File: config.mk
export PLATFORM = sky130hd
export DESIGN_NAME = key_event_gen
export DESIGN_NICKNAME = d
export VERILOG_FILES = /design/src/rtl/key_pkg.sv /design/src/rtl/key_sync.sv /design/src/rtl/key_event_gen.sv
export SDC_FILE = /design/constraint.sdc
export NUM_CORES = 1
export LEC_CHECK = 0
export ABC_AREA = 1
export BUFFER_PORTS_ARGS = -buffer_cell sky130_fd_sc_hd__buf_2
export CORE_AREA = 2 2 105 107
export CTS_BUF_LIST = sky130_fd_sc_hd__clkbuf_8
export DETAILED_ROUTE_END_ITERATION = 16
export DIE_AREA = 0 0 107 109
export HOLD_SLACK_MARGIN = 0.02
export PLACE_DENSITY = 0.66
export REMOVE_ABC_BUFFERS = 1
export SYNTH_ARGS = -nofsm -noshare
export SYNTH_HDL_FRONTEND = slang
export SYNTH_SLANG_ARGS = --single-unit
File: constraint.sdc
create_clock -name sys_clk -period 5.8 [get_ports sys_clk]
set_clock_uncertainty 0.2 [all_clocks]
set_input_delay 0.29 -clock sys_clk [delete_from_list [all_inputs] [get_ports sys_clk]]
set_output_delay 0.29 -clock sys_clk [all_outputs]
set_load 0.01 [all_outputs]
File: src/rtl/key_pkg.sv
// Shared types and helpers for the push-button event generator.
// Holds the FSM state encoding and the counter width helper.
package key_pkg;

  typedef enum logic [2:0] {
    IDLE,
    DEB_PRESS,
    HELD,
    LONG_HELD,
    DEB_RELEASE
  } key_state_t;

  function automatic int cnt_w(input int n);
    return (n < 2) ? 1 : $clog2(n);
  endfunction

endpackage

File: src/rtl/key_sync.sv
// Multi-flop synchroniser for the asynchronous key input.
// Flops preset to 1 so a reset reads as "released".
module key_sync #(
  parameter int STAGES = 2
) (
  input  logic clk,
  input  logic rst,
  input  logic d,
  output logic q
);

  logic [STAGES-1:0] sr;

  always_ff @(posedge clk or posedge rst) begin
    if (rst) sr <= '1;
    else     sr <= {sr[STAGES-2:0], d};
  end

  assign q = sr[STAGES-1];

endmodule

File: src/rtl/key_event_gen.sv
// Debounced key front end: press/release/short/long/repeat strobes
// and a wrapping display-mode index.
module key_event_gen
  import key_pkg::*;
#(
  parameter int DEBOUNCE_CYC = 1_000_000,
  parameter int LONG_CYC     = 50_000_000,
  parameter int REPEAT_CYC   = 10_000_000,
  parameter int SYNC_STAGES  = 2,
  parameter int NUM_MODES    = 4
) (
  input  logic                         sys_clk,
  input  logic                         sys_rst,
  input  logic                         key_n,
  output logic                         key_level,
  output logic                         press_pulse,
  output logic                         release_pulse,
  output logic                         short_pulse,
  output logic                         long_pulse,
  output logic                         repeat_pulse,
  output logic [cnt_w(NUM_MODES)-1:0]  mode_idx
);

  localparam int DW = cnt_w(DEBOUNCE_CYC);
  localparam int HW = cnt_w(LONG_CYC);
  localparam int RW = cnt_w(REPEAT_CYC);
  localparam int MW = cnt_w(NUM_MODES);

  localparam logic [DW-1:0] DEB_LAST  = DW'(DEBOUNCE_CYC - 1);
  localparam logic [HW-1:0] HOLD_LAST = HW'(LONG_CYC - 1);
  localparam logic [RW-1:0] REP_LAST  = RW'(REPEAT_CYC - 1);
  localparam logic [MW-1:0] MODE_LAST = MW'(NUM_MODES - 1);

  logic key_s;

  key_sync #(.STAGES(SYNC_STAGES)) u_sync (
    .clk (sys_clk),
    .rst (sys_rst),
    .d   (key_n),
    .q   (key_s)
  );

  key_state_t      state, state_n;
  logic [DW-1:0]   deb_cnt, deb_n;
  logic [HW-1:0]   hold_cnt, hold_n;
  logic [RW-1:0]   rep_cnt, rep_n;
  logic            long_flag, flag_n;
  logic            level_n;
  logic [MW-1:0]   mode_n;
  logic            press_n, rel_n, short_n;
  logic            long_n, rep_p_n;

  always_ff @(posedge sys_clk or posedge sys_rst) begin
    if (sys_rst) begin
      state         <= IDLE;
      deb_cnt       <= '0;
      hold_cnt      <= '0;
      rep_cnt       <= '0;
      long_flag     <= 1'b0;
      key_level     <= 1'b0;
      mode_idx      <= '0;
      press_pulse   <= 1'b0;
      release_pulse <= 1'b0;
      short_pulse   <= 1'b0;
      long_pulse    <= 1'b0;
      repeat_pulse  <= 1'b0;
    end else begin
      state         <= state_n;
      deb_cnt       <= deb_n;
      hold_cnt      <= hold_n;
      rep_cnt       <= rep_n;
      long_flag     <= flag_n;
      key_level     <= level_n;
      mode_idx      <= mode_n;
      press_pulse   <= press_n;
      release_pulse <= rel_n;
      short_pulse   <= short_n;
      long_pulse    <= long_n;
      repeat_pulse  <= rep_p_n;
    end
  end

  always_comb begin
    state_n = state;
    deb_n   = deb_cnt;
    hold_n  = hold_cnt;
    rep_n   = rep_cnt;
    flag_n  = long_flag;
    level_n = key_level;
    mode_n  = mode_idx;
    press_n = 1'b0;
    rel_n   = 1'b0;
    short_n = 1'b0;
    long_n  = 1'b0;
    rep_p_n = 1'b0;
    unique case (state)
      IDLE: begin
        if (!key_s) begin
          state_n = DEB_PRESS;
          deb_n   = '0;
        end
      end
      DEB_PRESS: begin
        if (key_s) begin
          state_n = IDLE;
        end else if (deb_cnt == DEB_LAST) begin
          state_n = HELD;
          press_n = 1'b1;
          level_n = 1'b1;
          hold_n  = '0;
          flag_n  = 1'b0;
        end else begin
          deb_n = deb_cnt + 1'b1;
        end
      end
      // Long terminal wins over a coincident release.
      HELD: begin
        if (hold_cnt == HOLD_LAST) begin
          state_n = LONG_HELD;
          long_n  = 1'b1;
          flag_n  = 1'b1;
          mode_n  = '0;
          rep_n   = '0;
        end else begin
          hold_n = hold_cnt + 1'b1;
          if (key_s) begin
            state_n = DEB_RELEASE;
            deb_n   = '0;
          end
        end
      end
      LONG_HELD: begin
        if (rep_cnt == REP_LAST) begin
          rep_p_n = 1'b1;
          rep_n   = '0;
        end else begin
          rep_n = rep_cnt + 1'b1;
        end
        if (key_s) begin
          state_n = DEB_RELEASE;
          deb_n   = '0;
        end
      end
      DEB_RELEASE: begin
        if (!key_s) begin
          state_n = long_flag ? LONG_HELD : HELD;
        end else if (deb_cnt == DEB_LAST) begin
          state_n = IDLE;
          rel_n   = 1'b1;
          level_n = 1'b0;
          if (!long_flag) begin
            short_n = 1'b1;
            mode_n  = (mode_idx == MODE_LAST) ? '0 : mode_idx + 1'b1;
          end
        end else begin
          deb_n = deb_cnt + 1'b1;
        end
      end
      default: state_n = IDLE;
    endcase
  end

endmodule

==> flow_summary.ini <==
[drt]
drc = 0
wire_per_inst_um = 12.7
dr.pass1.iters = 5
drt_iter0_markers = 247
via_count = 4706
via_per_inst = 5.17
antenna_left = 0
routed_wl_mm = 11.6

[yosys]
synth.area.mux_share_pct = 0
synth_edf_count = 0
ys.flop_type = dfrtp_1
synth-simple-area-share_pct = 38.2
ys.warnings.count = 0
synth_compound_area_share_pct = 6.91
synth_top_area_share_pct = 39.5
synthXorXnorAreaFrac_pct = 5.56
synthTopCellsByCount = nand2_1, nor2_1, inv_1
avgSynthCellArea_um2 = 6.90
syn_inst = 753
ys_top_cells_by_area = dfrtp_1, nand2_1, nor2_1, nand3_1, inv_1
ys_seq_area_share_pct = 40.5
syn_area_um2 = 5200
yosysTopAreaCell = dfrtp_1
ys_ff_latch = 84
synth_most_common_cell = nand2_1
synth_top_family_by_area = simple AND/OR/NAND/NOR gates
synthAdderAreaFrac_pct = 0.963
async_reset_ff_share_pct = 100
synth_cell_types = 34

[global_routing]
grt_pass1_wl_mm = 20.5
grt_use_total_pct = 21.9
grt_max_degree = 85
grt_pass1_vias = 4497
antenna_found_initial = 0
gr-total-overflow = 0

[clocking]
cts_setup_buffers = 0
cts_max_level = 3
cts_buffers = 9
cts_tree = done
clkLatencyLatePin_ns = 0.37
clock_sinks = 84
root_buffer = clkbuf_8
ctsLongestPathBuffers = 2
path_clk_slew_ns = 0.08

[worst_setup_path]
start_kind = flip-flop
crit_type = flip-flop to flip-flop
critPathMaxFanout = 15
cp.required_ns = 5.90
critPathCaptureType = flip-flop
arrival_ns = 2.52
r2r_slack_ns = 3.38

[timing]
final.setup.tns_ns = 0
layout_setup_ws_ns = 3.38
hold_viol_final = 0
setup_viol = 0
fin_crit_sh_pct = 41.7
layout_min_cycle_time_ns = 2.42
slew_violations = 0
rsz0062_at_grt = no
worst_slew_pin_slew_ns = 1.07
max_freq_mhz = 413
relSlewSlack_pct = 28.6

[final_layout]
final_nets = 772
antenna_cells = 0
multi_input_area_um2 = 2680
drive_gt1_share_pct = 7.14
syn_to_final_growth_pct = 6.59
finalInstanceArea_um2 = 5540
seqCellArea_um2 = 2100
final_cells = 910
nFillCells = 1053

[floorplan]
io_pins = 11
die_y_um = 109
rows = 38
start_util_pct = 49.0
core_um2 = 10600
die_w_um = 107
die-area_um2 = 11700

[status]
outcome = finished clean

[placed_design]
dp_hpwl_mm = 8.34
portBuffers = 10
post-place-ws_ns = 3.36
placed_cells = 893
placed_area_um2 = 5350
routabilityCongestion = 0.904

[power_and_ir_drop]
p_per_area_nw_per_um2 = 270
p_leak_nw = 2.61
vdd_drop_max_mv = 0.157

[run]
max_cap_viol_count = 0

[hold_path]
hp-class = input port to async pin
==> state kept, by name (all words and copies together), names as in the netlist <==
name,count
deb_cnt,20
hold_cnt,26
key_level,1
long_flag,1
long_pulse,1
mode_idx,2
press_pulse,1
release_pulse,1
rep_cnt,24
repeat_pulse,1
short_pulse,1
state,3
u_sync.sr,2
==> stage by stage <==
step	utilization, %	hold slack, ns	power, mW
2_1_floorplan	-	0.0945	0.985
3_3_place_gp	50.5	0.164	1.10
3_5_place_dp	50.5	0.166	1.11
4_1_cts	52.3	0.0947	1.51
5_1_grt	52.3	0.158	1.60
6_report	52.3	0.0433	1.49
==> area by class of cell <==
class	instances	area share [%]
multi-input combinational	570	48.4
sequential	84	38.0
inverter	88	5.98
tap	140	3.16
clock buffer	9	2.24
timing repair buffer	12	1.22
clock inverter	7	0.993
==> report_power, final <==
group          internal (mW)  switching (mW)
clock network          0.192           0.209
registers              0.620          0.0445
logic                  0.103           0.326
==> worst max-delay path, stage by stage, from the launching register on <==
cell	delay, ns
dfrtp_1	0.40
ha_1	0.23
nand2_1	0.09
nor2_1	0.05
nand2_1	0.11
nor2_1	0.07
nand2_1	0.09
nor2_1	0.04
nor2_1	0.74
o21ai_0	0.20
o21ai_1	0.12
==> logic make-up (layout without fill, tap and decap cells) <==
logic type	Yosys count	after routing
buffers and inverters	99	116
XOR/XNOR	33	33
AND/OR/NAND/NOR	467	467
flip-flops	84	84
AO/OA/AOI/OAI	66	66
adder cells (fa/ha/maj)	4	4
==> path summary, 6_finish.rpt <==
path	start	to	cells past startpoint
max reg2reg	rep_cnt[0]	rep_cnt[7]	10
max	rep_cnt[0]	rep_cnt[7]	10
min reg2reg	u_sync.sr[0]	u_sync.sr[1]	0
max in group asynchronous	sys_rst	long_flag	3
min in group sys_clk	u_sync.sr[0]	u_sync.sr[1]	0
min	sys_rst	rep_cnt[6]	3
==> repair_timing <==
item | CTS | global route
endpoints found under the hold margin | 1 | 0
resized for setup | 0 | 0
hold buffers | 1 | 0
endpoints found under the setup margin | 0 | 0
==> layer usage <==
| layer | routed length (um) | GRT usage [%] |
|---|---|---|
| met1 | 5380 | 27.6 |
| met2 | 5580 | 37.3 |
| met3 | 392 | 4.36 |
| met4 | 211 | 8.35 |
| met5 | 0 | 0 |
==> layout by cell type (no fill, tap or decap), types with 2 or more instances in the layout <==
master / count
inv_1: 86
nand2_1: 254
xnor2_1: 8
nor3_1: 18
nand3_2: 4
nor2_1: 96
dfstp_2: 2
nand2_2: 6
xor2_1: 25
o22ai_1: 5
o211ai_1: 2
nand3_1: 67
buf_2: 10
nand4_1: 8
inv_2: 5
o21ai_0: 39
clkinv_2: 3
ha_1: 4
or2_2: 5
nor2_4: 3
dfrtp_1: 82
o21ai_1: 14
clkbuf_8: 9
a21o_1: 2
nor2_2: 2
(Power assumes the default switching activity.)
